$ cat src/rtl/note_phase_pkg.sv
// note_phase_pkg: shared types, constants and the note-to-phase-step table for note_phase_gen.
package note_phase_pkg;

    localparam int FRAC_MOD_DEFAULT = 100_000_000;
    localparam int NUM_NOTES        = 24;

    typedef enum logic [1:0] {IDLE, RUN, DONE} seq_state_t;

    typedef struct packed {
        logic [5:0]  jump;
        logic [26:0] remainder;
    } step_t;

    // Equal-tempered steps: 28.16 * 2^((n-9)/12), fraction in units of 1e-8, rounded to nearest.
    function automatic step_t note_step(input logic [4:0] note);
        case (note)
            5'd0:    return {6'd16, 27'd74_403_618};
            5'd1:    return {6'd17, 27'd73_968_838};
            5'd2:    return {6'd18, 27'd79_454_515};
            5'd3:    return {6'd19, 27'd91_212_696};
            5'd4:    return {6'd21, 27'd9_616_364};
            5'd5:    return {6'd22, 27'd35_060_681};
            5'd6:    return {6'd23, 27'd67_964_305};
            5'd7:    return {6'd25, 27'd8_770_790};
            5'd8:    return {6'd26, 27'd57_950_065};
            5'd9:    return {6'd28, 27'd16_000_000};
            5'd10:   return {6'd29, 27'd83_448_074};
            5'd11:   return {6'd31, 27'd60_853_128};
            5'd12:   return {6'd33, 27'd48_807_236};
            5'd13:   return {6'd35, 27'd47_937_677};
            5'd14:   return {6'd37, 27'd58_909_029};
            5'd15:   return {6'd39, 27'd82_425_392};
            5'd16:   return {6'd42, 27'd19_232_728};
            5'd17:   return {6'd44, 27'd70_121_362};
            5'd18:   return {6'd47, 27'd35_928_611};
            5'd19:   return {6'd50, 27'd17_541_581};
            5'd20:   return {6'd53, 27'd15_900_129};
            5'd21:   return {6'd56, 27'd32_000_000};
            5'd22:   return {6'd59, 27'd66_896_147};
            5'd23:   return {6'd63, 27'd21_706_256};
            default: return '0;
        endcase
    endfunction

endpackage

$ cat src/rtl/phase_step_alu.sv
// phase_step_alu: advances one voice's phase/fraction pair by a step, carrying when frac reaches FRAC_MOD.
module phase_step_alu
    import note_phase_pkg::*;
#(
    parameter int PHASE_W  = 8,
    parameter int FRAC_W   = 27,
    parameter int FRAC_MOD = FRAC_MOD_DEFAULT
)(
    input  logic [PHASE_W-1:0] phase_i,
    input  logic [FRAC_W-1:0]  frac_i,
    input  step_t              step_i,
    output logic [PHASE_W-1:0] phase_o,
    output logic [FRAC_W-1:0]  frac_o
);
    logic [FRAC_W:0] sum;
    logic            carry;

    assign sum     = {1'b0, frac_i} + {1'b0, FRAC_W'(step_i.remainder)};
    assign carry   = sum >= (FRAC_W+1)'(FRAC_MOD);
    assign frac_o  = FRAC_W'(carry ? sum - (FRAC_W+1)'(FRAC_MOD) : sum);
    assign phase_o = phase_i + PHASE_W'(step_i.jump) + PHASE_W'(carry);

endmodule

$ cat src/rtl/note_phase_gen.sv
// note_phase_gen: multi-voice phase accumulator, one shared adder swept over the voices per tick.
// Define HARD_SYNC_EN to clear a voice's phase/frac whenever it is written with gate high.
module note_phase_gen
    import note_phase_pkg::*;
#(
    parameter int  VOICES   = 4,
    parameter int  PHASE_W  = 8,
    parameter int  FRAC_W   = 27,
    parameter int  FRAC_MOD = FRAC_MOD_DEFAULT,
    parameter int  NOTE_W   = 5,
    localparam int IW       = (VOICES > 1) ? $clog2(VOICES) : 1
)(
    input  logic                      clk,
    input  logic                      rst_n,
    input  logic                      tick,
    input  logic                      note_wr,
    input  logic [IW-1:0]             note_voice,
    input  logic [NOTE_W-1:0]         note_value,
    input  logic                      note_gate,
    output logic [VOICES*PHASE_W-1:0] phase,
    output logic [VOICES-1:0]         active,
    output logic                      busy,
    output logic                      done,
    output logic                      overrun
);
    seq_state_t                     state_q, state_d;
    logic [IW-1:0]                  idx_q, idx_d;
    logic [VOICES-1:0][PHASE_W-1:0] phase_q, phase_d;
    logic [VOICES-1:0][FRAC_W-1:0]  frac_q, frac_d;
    logic [VOICES-1:0][NOTE_W-1:0]  note_q, note_d;
    logic [VOICES-1:0]              gate_q, gate_d;
    logic                           overrun_q, overrun_d;
    step_t                          st;
    logic [PHASE_W-1:0]             alu_phase;
    logic [FRAC_W-1:0]              alu_frac;
    logic                           last, upd, wr_ok;

    assign st    = note_step(5'(note_q[idx_q]));
    assign last  = idx_q == IW'(VOICES - 1);
    assign upd   = state_q == RUN && gate_q[idx_q] && int'(note_q[idx_q]) < NUM_NOTES;
    assign wr_ok = note_wr && ({1'b0, note_voice} < (IW+1)'(VOICES));

    phase_step_alu #(.PHASE_W(PHASE_W), .FRAC_W(FRAC_W), .FRAC_MOD(FRAC_MOD)) u_alu (
        .phase_i (phase_q[idx_q]),
        .frac_i  (frac_q[idx_q]),
        .step_i  (st),
        .phase_o (alu_phase),
        .frac_o  (alu_frac)
    );

    always_comb begin
        state_d   = state_q;
        idx_d     = idx_q;
        phase_d   = phase_q;
        frac_d    = frac_q;
        note_d    = note_q;
        gate_d    = gate_q;
        overrun_d = overrun_q | (tick && state_q != IDLE);
        case (state_q)
            IDLE: begin
                state_d = tick ? RUN : IDLE;
                idx_d   = '0;
            end
            RUN: begin
                if (upd) begin
                    phase_d[idx_q] = alu_phase;
                    frac_d[idx_q]  = alu_frac;
                end
                state_d = last ? DONE : RUN;
                idx_d   = last ? idx_q : idx_q + 1'b1;
            end
            default: state_d = IDLE;
        endcase
        // The ALU reads note_q, so a write landing on the voice being updated only affects later ticks.
        if (wr_ok) begin
            note_d[note_voice] = note_value;
            gate_d[note_voice] = note_gate;
`ifdef HARD_SYNC_EN
            if (note_gate) begin
                phase_d[note_voice] = '0;
                frac_d[note_voice]  = '0;
            end
`endif
        end
    end

    always_comb begin
        active = '0;
        for (int v = 0; v < VOICES; v++) active[v] = gate_q[v] && int'(note_q[v]) < NUM_NOTES;
    end

    always_ff @(posedge clk or negedge rst_n) begin
        if (!rst_n) begin
            state_q   <= IDLE;
            idx_q     <= '0;
            phase_q   <= '0;
            frac_q    <= '0;
            note_q    <= '0;
            gate_q    <= '0;
            overrun_q <= 1'b0;
        end else begin
            state_q   <= state_d;
            idx_q     <= idx_d;
            phase_q   <= phase_d;
            frac_q    <= frac_d;
            note_q    <= note_d;
            gate_q    <= gate_d;
            overrun_q <= overrun_d;
        end
    end

    assign phase   = phase_q;
    assign busy    = state_q == RUN;
    assign done    = state_q == DONE;
    assign overrun = overrun_q;

endmodule
$ cat config.mk
export PLATFORM = sky130hd
export DESIGN_NAME = note_phase_gen
export DESIGN_NICKNAME = d
export VERILOG_FILES = /design/src/rtl/note_phase_pkg.sv /design/src/rtl/phase_step_alu.sv /design/src/rtl/note_phase_gen.sv
export SDC_FILE = /design/constraint.sdc
export NUM_CORES = 1
export LEC_CHECK = 0
export ABC_AREA = 1
export CORE_AREA = 2 2 166 200
export CTS_CLUSTER_DIAMETER = 50
export DETAILED_ROUTE_END_ITERATION = 7
export DIE_AREA = 0 0 168 202
export GPL_TIMING_DRIVEN = 1
export HOLD_SLACK_MARGIN = 0.12
export PLACE_DENSITY_LB_ADDON = 0.1
export SKIP_CTS_REPAIR_TIMING = 1
export SYNTH_ARGS = -nofsm -noshare
export SYNTH_HDL_FRONTEND = slang
export SYNTH_HIERARCHICAL = 1
export SYNTH_SLANG_ARGS = --single-unit
$ cat constraint.sdc
create_clock -name clk -period 7.3 [get_ports clk]
set_input_delay 1.095 -clock clk [delete_from_list [all_inputs] [get_ports clk]]
set_output_delay 1.095 -clock clk [all_outputs]
set_load 0.01 [all_outputs]
Word level (Yosys, flattened, before mapping):

Memories as Yosys holds them, arrays and structs flattened.
Index checks and enable logic that the tools add are counted.

* memory bits (read-only): 1056
* memories kept: 1
* register bits after elaboration: 169

* muxes and demuxes: 26
* eq/ne operators: 4
* add/sub/neg operators: 5
* magnitude comparators: 10
* bitwise operators: 1
* reduce and logical (&&, ||, !) cells: 14

Memories
* (name not given): depth 32, width 33, read ports 1, clocked after Yosys merged registers in 0, wr ports 0, line note_phase_pkg.sv:16 `case (note)`

Operators by type and width (number)
* $bwmux W108: 1
* $mux W27: 3
* $bmux W27 S2: 1
* $demux W27 S2: 1
* $bwmux W32: 1
* $add A27 B27 Y28: 1
* $ge A28 B27 Y1 const B: 1
* $sub A27 B27 Y27 const B: 1
* $lt A5 B5 Y1 const B: 5
* $bwmux W20: 1
* $bmux W8 S2: 1
* $demux W8 S2: 1
* $mux W8: 2
* $bmux W5 S2: 1
* $demux W5 S2: 1
* $mux W5: 2
* $logic_and A1 B1 Y1: 9
* $add A8 B1 Y8: 1
* $add A8 B6 Y8: 1
* $pmux W2 S2: 2
* $lt A2 B3 Y1 const B: 2
* $bwmux W4: 1
* $eq A2 B2 Y1 const B: 2
* $ge A2 B1 Y1 const B: 2
* other kinds (11): 16

Longest topological paths before layout:

Gate-level depths: netlist of run 1.
An unclocked memory read counts as a cell.

* depth after elaboration: 7
* depth in mapped cells: 47
* depth with buffers taken out: 44

By module:

Netlist of run 1, hierarchy kept.

Modules (own cells, without submodules)
* note_phase_gen: area an instance 9292.7 um^2, cells each 1252, instances 1, seq. area each 4229.1 um^2
* phase_step_alu: area an instance 3349.5 um^2, cells each 659, instances 1, seq. area each 0.0 um^2

Worst setup path before layout of run 1:

No wires, ideal clock.

* kind: reg-to-reg
* start point: register idx_q[0]
* end point: register phase_q (netlist bit phase[14])
* arrival time: 6133 ps
* period minus slack after synthesis: 6199 ps
* path slack: 1101 ps
* path buffers: 4
* stages on the path, launching flop included: 45
* path through: dfrtp_1 > buf_4 > inv_2 > buf_2 > buf_2 > nand2_1 > nand3_1 > nand2_1 > ha_1 > nand3_1 > nand2_1 > inv_1 > nand2_1 > nand3_1 > nand2_1 > ha_1 > fa_1 > nand2_1 > (+9 left out) > nand3_1 > nor2_1 > nand3_1 > nor2_1 > nand3_1 > nor2_2 > nor2_2 > nand2_4 > nand2_8 > buf_6 > fa_1 > fa_1 > o21ai_0 > a21oi_1 > o21ai_0 > xor2_1 > nand4_1 > nand2_1

RTL lines
* from (decl): line note_phase_gen.sv:27 `logic [IW-1:0] idx_q, idx_d;`
* from (signal assigned): line note_phase_gen.sv:103 `idx_q <= idx_d;`
* to (signal assigned): line note_phase_gen.sv:104 `phase_q <= phase_d;`
* to (decl): line note_phase_gen.sv:28 `logic [VOICES-1:0][PHASE_W-1:0] phase_q, phase_d;`

==> results by group, run 1 <==
Setup path
  • CP startpoint kind: register
  • R2r startpoint: idx_q[0]
  • CP Capture Type: register
  • Most used cell along the critical path: nand2_1
  • CP Max Fanout: 16
  • Setup CP Type: register to register
  • CP required: 7.67 ns
  • CP max stage delay: 0.48 ns
  • Setup crit start: idx_q[0]
  • Slowest CP cell: dfrtp_2
  • Crit path DAT: 6.96 ns

Die
  • I/O pins: 51
  • DIE WIDTH: 168 um
  • Die Area: 33900 um2
  • Rows: 72
  • Die extent in y: 202 um
  • Initial Util: 39.5%
  • Core ar.: 32000 um2

Global routing
  • Antenna violations before repair: 1
  • Wire length of the first global-routing pass: 69000 um
  • Largest net degree at the start of global routing: 109
  • Number of global-route vias before repair: 12200
  • GRT Util Overall: 26.0%
  • Grt total ovfl: 0

Clock tree
  • Num CTS Buffers: 17
  • Root buffer cell: clkbuf_16
  • CTS max path bufs: 2
  • Sink Count: 169
  • Worst-path clk slew: 0.07 ns
  • CTS tree: done
  • Worst-skew pair later-pin latency: 0.44 ns
  • H-tree level count: 4

Final layout
  • Final nets: 1959
  • N_diodes: 0
  • Fin util: 43.4%
  • Fillers: 3373
  • Area Overhead vs Synth: 9.77%
  • Share of layout cells above drive strength 1: 7.19%

Route
  • Vias/cell: 5.50
  • DRC viols: 0
  • Final wirelength: 43700 um
  • Drt pass-1 iters: 6
  • Final ANT Viol Nets: 0
  • DRT iter0 DRCs: 1125
  • Vias post-DR: 12700
  • Routed len/inst: 18.9 um

Synth
  • Post-Synth Simple-Gate Area: 42.3%
  • Synthesized instance count: 1911
  • Sequential fraction of the synthesis area: 33.5%
  • Combinational family with the most area after synthesis: simple AND/OR/NAND/NOR gates
  • Cell Area, Synth: 12600 um2
  • Flops & latches, synth: 169
  • Xor-xnor portion of the synthesized cell area: 1.18%
  • Synth async-reset ratio: 100%
  • Number of synthesized flops with an enable pin: 0
  • Synthesized Nets: 1977
  • Synth Area in Compound Gates: 9.14%
  • Mean post-synth cell area: 6.62 um2
  • Adder-cell share of the synthesized area: 5.52%
  • Cell variety after synth: 42
  • Synth Flop Type: dfrtp_1
  • Multiplexer area fraction after synthesis: 0%
  • Syn. warnings: 6

Timing
  • Total negative setup slack: 0 ns
  • Period Utilization, post-route: 90.2%
  • Final Hold Fails: 0
  • Tmin final: 6.59 ns
  • Max Fclk: 0.152 GHz
  • Worst slew pin tran: 1.17 ns
  • Worst rel slew slack: 21.9%
  • Final setup fails: 0
  • Clock skew: 0.0224 ns
  • Final Max Slew Viols: 0
  • RSZ-0062 raised after global routing: no

Placed design
  • Post-DP HPWL: 29900 um
  • PortBufs: 50
  • Gpl congestion: 0.952

Worst hold path
  • Min-delay src: frac_q[38]
  • Hold crit path type: register to register

Run
  • Max-Cap Viols: 0

Status
  • Outcome: completed
state kept, by name, summed over array words and instances (netlist names):
name and flops:
frac_q 108, phase 32, note_q 20, gate_q 4
idx_q 2, state_q 2, overrun 1
worst paths after layout:
check	depth (start not counted)	slack, ns	to
setup / recovery	43	0.71	phase[22]
hold / removal	2	0.47	frac_q[38]
setup reg to reg	43	0.71	phase[22]
hold reg to reg	2	0.47	frac_q[38]
max in group asynchronous	2	4.95	idx_q[0]
min in group asynchronous	1	0.75	frac_q[104]
area by class of cell:
class / instances / area [um2] / share of cell area (%)
Tap cell: 407 / 509 / 3.67
Clock inverter: 14 / 140 / 1.01
Sequential cell: 169 / 4230 / 30.5
Clock buffer: 18 / 429 / 3.09
Inverter: 145 / 552 / 3.98
Timing Repair Buffer: 70 / 659 / 4.75
Multi-Input combinational cell: 1490 / 7360 / 53.0
critical path, delay by kind of cell (launching register included):
family	cells	cell delay, ns
simple gates	29	2.75
fa+ha+maj	5	1.60
buf+inv	5	0.73
compound gates	3	0.63
flops	1	0.48
xor+xnor	1	0.29
metrics by stage:
step | cell area [um2] | cells | setup slack (ns) | hold slack, ns
floorplan | 12600 | 1911 | 1.10 | 0.437
global placement | 13300 | 2281 | 0.704 | 0.448
detailed placement | 13300 | 2281 | 0.628 | 0.453
CTS | 13900 | 2313 | 0.584 | 0.469
global route | 13900 | 2313 | 0.00474 | 0.489
finish | 13900 | 2313 | 0.713 | 0.466
layer usage:
layer	global-route usage [%]	routed length (um)	part of all wire, %	vias up
met5	0	13	0.030	-
met4	10.4	1840	4.2	2
met3	3.33	2080	4.8	71
met2	44.1	21300	49	382
met1	33.5	18500	42	5991
li1	-	-	-	6264
cell usage after synthesis, types with 17 or more instances:
cell type | instances | area, um2
dfrtp_1 | 169 | 4230
a21oi_1 | 32 | 160
nor2_1 | 127 | 477
inv_2 | 17 | 63.8
o22ai_1 | 36 | 225
inv_1 | 126 | 473
nand4_1 | 154 | 963
nand2_1 | 727 | 2730
nand3_1 | 133 | 666
buf_2 | 50 | 250
o21ai_0 | 118 | 591
ha_1 | 51 | 638
clkbuf_1 | 35 | 131
nand2_2 | 27 | 169
cell usage in the layout (no fill, tap or decap), types with 8 or more instances in the layout:
cell and n:
xor2_1 14, buf_4 18, inv_1 126, nor2_2 13, dfrtp_1 167, ha_1 50
nor2_1 127, o21ai_0 118, a21oi_1 32, nand3b_1 8, nand3_1 133, clkdlybuf4s50_1 49
inv_2 16, nand4_1 154, o22ai_1 36, clkbuf_16 17, nand2_2 27, nand2_1 727
kinds of logic (layout without fill, tap and decap cells):
kind of cell / after synthesis / in the layout
buffers and inverters: 252 / 247
AO/OA/AOI/OAI: 207 / 207
AND/OR/NAND/NOR: 1212 / 1212
XOR/XNOR: 17 / 17
flip-flops: 169 / 169
adder cells (fa/ha/maj): 54 / 54
Power of run 1 is left out: the tool's default activity adds up to more than one toggle a clock period on the data nets, which glitch-free logic cannot reach.
==> inputs of run 2 (changes only) <==
--- a/config.mk
+++ b/config.mk
@@ -12,7 +12,6 @@
 export DIE_AREA = 0 0 168 202
 export GPL_TIMING_DRIVEN = 1
 export HOLD_SLACK_MARGIN = 0.12
-export PLACE_DENSITY_LB_ADDON = 0.1
 export SKIP_CTS_REPAIR_TIMING = 1
 export SYNTH_ARGS = -nofsm -noshare
 export SYNTH_HDL_FRONTEND = slang
==> results by group, run 2 (synthesis gave the netlist of run 1 again) <==
Status
  • Outcome: completed (unchanged)

Global routing
  • Largest net degree at the start of global routing: 110 (was 109)
  • GRT Util Overall: 25.5% (was 26.0%)
  • Antenna violations before repair: 0 (was 1)
  • Wire length of the first global-routing pass: 68300 um (was 69000 um)
  • Grt total ovfl: 0 (unchanged)
  • Number of global-route vias before repair: 12500 (was 12200)

Timing
  • Worst rel slew slack: 24.8% (was 21.9%)
  • RSZ-0062 raised after global routing: no (unchanged)
  • Final Max Slew Viols: 0 (unchanged)
  • Total negative setup slack: 0 ns (unchanged)
  • Tmin final: 6.60 ns (was 6.59 ns)
  • Final setup fails: 0 (unchanged)
  • Period Utilization, post-route: 90.5% (was 90.2%)
  • Clock skew: 0.0168 ns (was 0.0224 ns)
  • Final Hold Fails: 0 (unchanged)
  • Worst slew pin tran: 1.13 ns (was 1.17 ns)
  • Max Fclk: 0.151 GHz (was 0.152 GHz)

Setup path
  • CP Capture Type: register (unchanged)
  • CP startpoint kind: register (unchanged)
  • CP Max Fanout: 16 (unchanged)
  • Setup CP Type: register to register (unchanged)
  • Reg2reg setup slack: 0.70 ns (was 0.71 ns)
  • Worst R2R End: phase[14] (was phase[22])
  • CP required: 7.66 ns (was 7.67 ns)
  • CP max stage delay: 0.51 ns (was 0.48 ns)
  • Worst reg2reg path depth: 40 (was 43)
  • Slowest CP cell: dfrtp_2 (unchanged)
  • Most used cell along the critical path: nand2_1 (unchanged)
  • Crit path DAT: 6.97 ns (was 6.96 ns)
  • R2r startpoint: idx_q[0] (unchanged)

Die
  • Die extent in y: 202 um (unchanged)
  • DIE WIDTH: 168 um (unchanged)
  • Die Area: 33900 um2 (unchanged)
  • I/O pins: 51 (unchanged)
  • Core ar.: 32000 um2 (unchanged)
  • Initial Util: 39.5% (unchanged)
  • Rows: 72 (unchanged)

Clock tree
  • Worst-skew pair later-pin latency: 0.44 ns (about the same)
  • Sink Count: 169 (unchanged)
  • Worst-path clk slew: 0.07 ns (about the same)
  • CTS tree: done (unchanged)
  • Root buffer cell: clkbuf_16 (unchanged)
  • H-tree level count: 4 (unchanged)
  • Num CTS Buffers: 17 (unchanged)
  • CTS max path bufs: 2 (unchanged)

Final layout
  • Max reg flops: 108 (unchanged)
  • Most frequent cells in the layout: 727 x nand2_1, 168 x dfrtp_1, 154 x nand4_1, 133 x nand3_1, 127 x nor2_1 (was 727 x nand2_1, 167 x dfrtp_1, 154 x nand4_1, 133 x nand3_1, 127 x nor2_1)
  • Area Overhead vs Synth: 9.70% (was 9.77%)
  • Largest Register: frac_q (unchanged)
  • Share of layout cells above drive strength 1: 7.03% (was 7.19%)
  • N_diodes: 0 (unchanged)
  • Commonest non-fill, non-tap cell in the layout: nand2_1 (unchanged)
  • Final instance area: 13900 um2 (about the same)
  • Final nets: 1958 (was 1959)

Run
  • Max-Cap Viols: 0 (unchanged)

Placed design
  • Post-DP HPWL: 29300 um (was 29900 um)
  • Gpl congestion: 1.01 (was 0.952)
  • Placed inst area: 13300 um2 (about the same)
  • PortBufs: 50 (unchanged)

Route
  • Final ANT Viol Nets: 0 (unchanged)
  • Vias post-DR: 12700 (about the same)
  • Vias/cell: 5.50 (about the same)
  • Final wirelength: 42900 um (was 43700 um)
  • Drt pass-1 iters: 7 (was 6)
  • DRC viols: 0 (unchanged)
  • Routed len/inst: 18.6 um (was 18.9 um)
  • DRT iter0 DRCs: 1020 (was 1125)

Worst hold path
  • Hold depth: 2 (unchanged)
  • Min-delay src: frac_q[49] (was frac_q[38])
  • Hold crit path type: register to register (unchanged)
  • Hold EP: frac_q[49] (was frac_q[38])
==> run 2: changes by cell type in the layout (fill, tap and decap cells not counted), sizes merged <==
cell / change
clkinv: -3
buf: -1
inv: +2
clkinvlp: +1
==> run 2: cell type report <==
class | count | area [um2]
Tap cell | 407 | 509
Timing Repair Buffer | 69 | 644
Fill cell | 3347 | 18100
Clock inverter | 14 | 153
Clock buffer | 18 | 429
Sequential cell | 169 | 4230
Multi-Input combinational cell | 1490 | 7350
Inverter | 145 | 549
==> run 2: stage by stage <==
stage          hold slack [ns]  setup WS (ns)  instances  util [%]
2_1_floorplan            0.437           1.10       1911         -
3_3_place_gp             0.448          0.851       2280      41.5
3_5_place_dp             0.453          0.697       2280      41.5
4_1_cts                  0.470          0.648       2312      43.4
5_1_grt                  0.482         0.0326       2312      43.4
6_report                 0.468          0.696       2312      43.4
==> run 2: critical path: cells and delay by family, from the launching register on <==
family                     cells  cell delay, ns
and+or+nand+nor               27            2.71
AOI/OAI and AO/OA              3            0.51
adders and majority gates      6            2.09
xor gates and xnor gates       1            0.30
DFF                            1            0.51
buffers and inverters          3            0.37
==> run 2: worst max-delay path by stage <==
stage	to	cells past startpoint	from	slack, ns
3_5_place_dp	phase[22]	40	idx_q[0]	0.70
3_3_place_gp	phase[22]	37	idx_q[0]	0.85
5_1_grt	phase[14]	40	idx_q[0]	0.03
2_1_floorplan	phase[14]	44	idx_q[0]	1.10
6_report	phase[14]	40	idx_q[0]	0.70
4_1_cts	phase[22]	40	idx_q[0]	0.65
==> run 2: layer usage <==
| layer | track usage (%) | vias to the layer above | wire (um) |
|---|---|---|---|
| li1 | - | 6252 | - |
| met1 | 31.4 | 5981 | 17700 |
| met2 | 44.4 | 394 | 21500 |
| met3 | 2.84 | 82 | 1760 |
| met4 | 12.5 | 0 | 1960 |
| met5 | 0 | - | 0 |
Power of run 2 is left out for the same reason.
==> inputs of run 3 (changes only) <==
--- a/config.mk
+++ b/config.mk
@@ -12,6 +12,7 @@
 export DIE_AREA = 0 0 168 202
 export GPL_TIMING_DRIVEN = 1
 export HOLD_SLACK_MARGIN = 0.12
+export REMOVE_ABC_BUFFERS = 1
 export SKIP_CTS_REPAIR_TIMING = 1
 export SYNTH_ARGS = -nofsm -noshare
 export SYNTH_HDL_FRONTEND = slang
==> results by group, run 3 (synthesis gave the netlist of run 1 again) <==
Setup path
  • Reg2reg setup slack: 0.73 ns (was 0.70 ns)
  • CP required: 7.68 ns (was 7.66 ns)
  • CP max stage delay: 0.54 ns (was 0.51 ns)
  • CP Capture Type: register (unchanged)
  • Slowest CP cell: dfrtp_1 (was dfrtp_2)
  • Worst R2R End: phase[6] (was phase[14])
  • Crit path DAT: 6.95 ns (was 6.97 ns)
  • R2r startpoint: idx_q[1] (was idx_q[0])
  • Worst reg2reg path depth: 40 (unchanged)
  • CP Max Fanout: 16 (unchanged)
  • Most used cell along the critical path: nand2_1 (unchanged)
  • Setup CP Type: register to register (unchanged)
  • CP startpoint kind: register (unchanged)

Final layout
  • Largest Register: frac_q (unchanged)
  • Commonest non-fill, non-tap cell in the layout: nand2_1 (unchanged)
  • Final nets: 1960 (was 1958)
  • Max reg flops: 108 (unchanged)
  • Most frequent cells in the layout: 727 x nand2_1, 168 x dfrtp_1, 154 x nand4_1, 132 x nand3_1, 127 x nor2_1 (was 727 x nand2_1, 168 x dfrtp_1, 154 x nand4_1, 133 x nand3_1, 127 x nor2_1)
  • Area Overhead vs Synth: 9.72% (was 9.70%)
  • Share of layout cells above drive strength 1: 7.24% (was 7.03%)
  • N_diodes: 0 (unchanged)

Route
  • Routed len/inst: 18.5 um (was 18.6 um)
  • Vias post-DR: 12900 (was 12700)
  • Vias/cell: 5.56 (was 5.50)
  • DRC viols: 0 (unchanged)
  • DRT iter0 DRCs: 1114 (was 1020)
  • Final ANT Viol Nets: 0 (unchanged)
  • Final wirelength: 42700 um (was 42900 um)
  • Drt pass-1 iters: 6 (was 7)

Clock tree
  • Worst-skew pair later-pin latency: 0.45 ns (was 0.44 ns)
  • H-tree level count: 4 (unchanged)
  • Worst-path clk slew: 0.08 ns (was 0.07 ns)
  • Num CTS Buffers: 17 (unchanged)
  • Root buffer cell: clkbuf_16 (unchanged)
  • CTS tree: done (unchanged)
  • Sink Count: 169 (unchanged)
  • CTS max path bufs: 2 (unchanged)

Die
  • Initial Util: 39.5% (unchanged)
  • Rows: 72 (unchanged)
  • Die Area: 33900 um2 (unchanged)
  • DIE WIDTH: 168 um (unchanged)
  • I/O pins: 51 (unchanged)
  • Die extent in y: 202 um (unchanged)
  • Core ar.: 32000 um2 (unchanged)

Global routing
  • Wire length of the first global-routing pass: 67500 um (was 68300 um)
  • Number of global-route vias before repair: 12100 (was 12500)
  • Largest net degree at the start of global routing: 97 (was 110)
  • Antenna violations before repair: 0 (unchanged)
  • Grt total ovfl: 0 (unchanged)
  • GRT Util Overall: 25.2% (was 25.5%)

Timing
  • Period Utilization, post-route: 90.0% (was 90.5%)
  • Clock skew: 0.0172 ns (was 0.0168 ns)
  • Final setup fails: 0 (unchanged)
  • Final Max Slew Viols: 0 (unchanged)
  • RSZ-0062 raised after global routing: no (unchanged)
  • Tmin final: 6.57 ns (was 6.60 ns)
  • Worst Hold Slack: 0.466 ns (was 0.468 ns)
  • Final Hold Fails: 0 (unchanged)
  • Worst slew pin tran: 1.09 ns (was 1.13 ns)
  • Worst rel slew slack: 27.4% (was 24.8%)
  • Max Fclk: 0.152 GHz (was 0.151 GHz)

Placed design
  • PortBufs: 50 (unchanged)
  • Post-DP HPWL: 29000 um (was 29300 um)
  • Gpl congestion: 0.957 (was 1.01)

Status
  • Outcome: completed (unchanged)

Worst hold path
  • Hold EP: frac_q[45] (was frac_q[49])
  • Min-delay src: frac_q[45] (was frac_q[49])
  • Hold crit path type: register to register (unchanged)
  • Hold depth: 2 (unchanged)

Run
  • Max-Cap Viols: 0 (unchanged)
[run 3: worst max-delay path, delay by kind of cell, from the launching register on]
family                   cells  cell delay [ns]
AND/OR/NAND/NOR             26             2.60
adder cells (fa/ha/maj)      5             1.83
buffers and inverters        5             0.72
flip-flops                   1             0.54
AO/OA/AOI/OAI                3             0.51
XOR/XNOR                     1             0.30
[run 3: layout make-up]
class | instances | area, um2
clock buffer | 18 | 439
sequential | 169 | 4230
timing repair buffer | 71 | 659
inverter | 145 | 552
clock inverter | 14 | 123
tap | 407 | 509
multi-input combinational | 1490 | 7360
fill | 3352 | 18100
[run 3: per-stage QoR]
stage	instance area [um2]	TNS, ns	util (%)	worst slack, ns	cells
after floorplan	12100	-4.16	-	-0.482	1804
after global placement	13300	0	41.6	0.811	2281
after global routing	13900	0	43.4	0.0195	2314
after CTS	13900	0	43.3	0.584	2313
final	13900	0	43.4	0.732	2314
after detailed placement	13300	0	41.6	0.614	2281
[run 3: routing by layer]
metal | GRT usage (%) | wire [um] | share of wire, % | vias up
met1 | 31.6 | 17900 | 42 | 6133
met3 | 2.68 | 1990 | 4.6 | 80
li1 | - | - | - | 6260
met4 | 12.3 | 1720 | 4.0 | 0
met5 | 0 | 0 | 0 | -
met2 | 43.3 | 21200 | 49 | 385
[run 3: worst max path at each step]
stage,start,end,slack (ns),cells after the start
2_1_floorplan,idx_q[0],phase[14],-0.48,40
3_3_place_gp,idx_q[0],phase[6],0.81,40
3_5_place_dp,idx_q[0],phase[6],0.61,40
4_1_cts,idx_q[0],phase[6],0.58,40
5_1_grt,idx_q[1],phase[6],0.02,40
6_report,idx_q[1],phase[6],0.73,40
Power of run 3 is left out for the same reason.
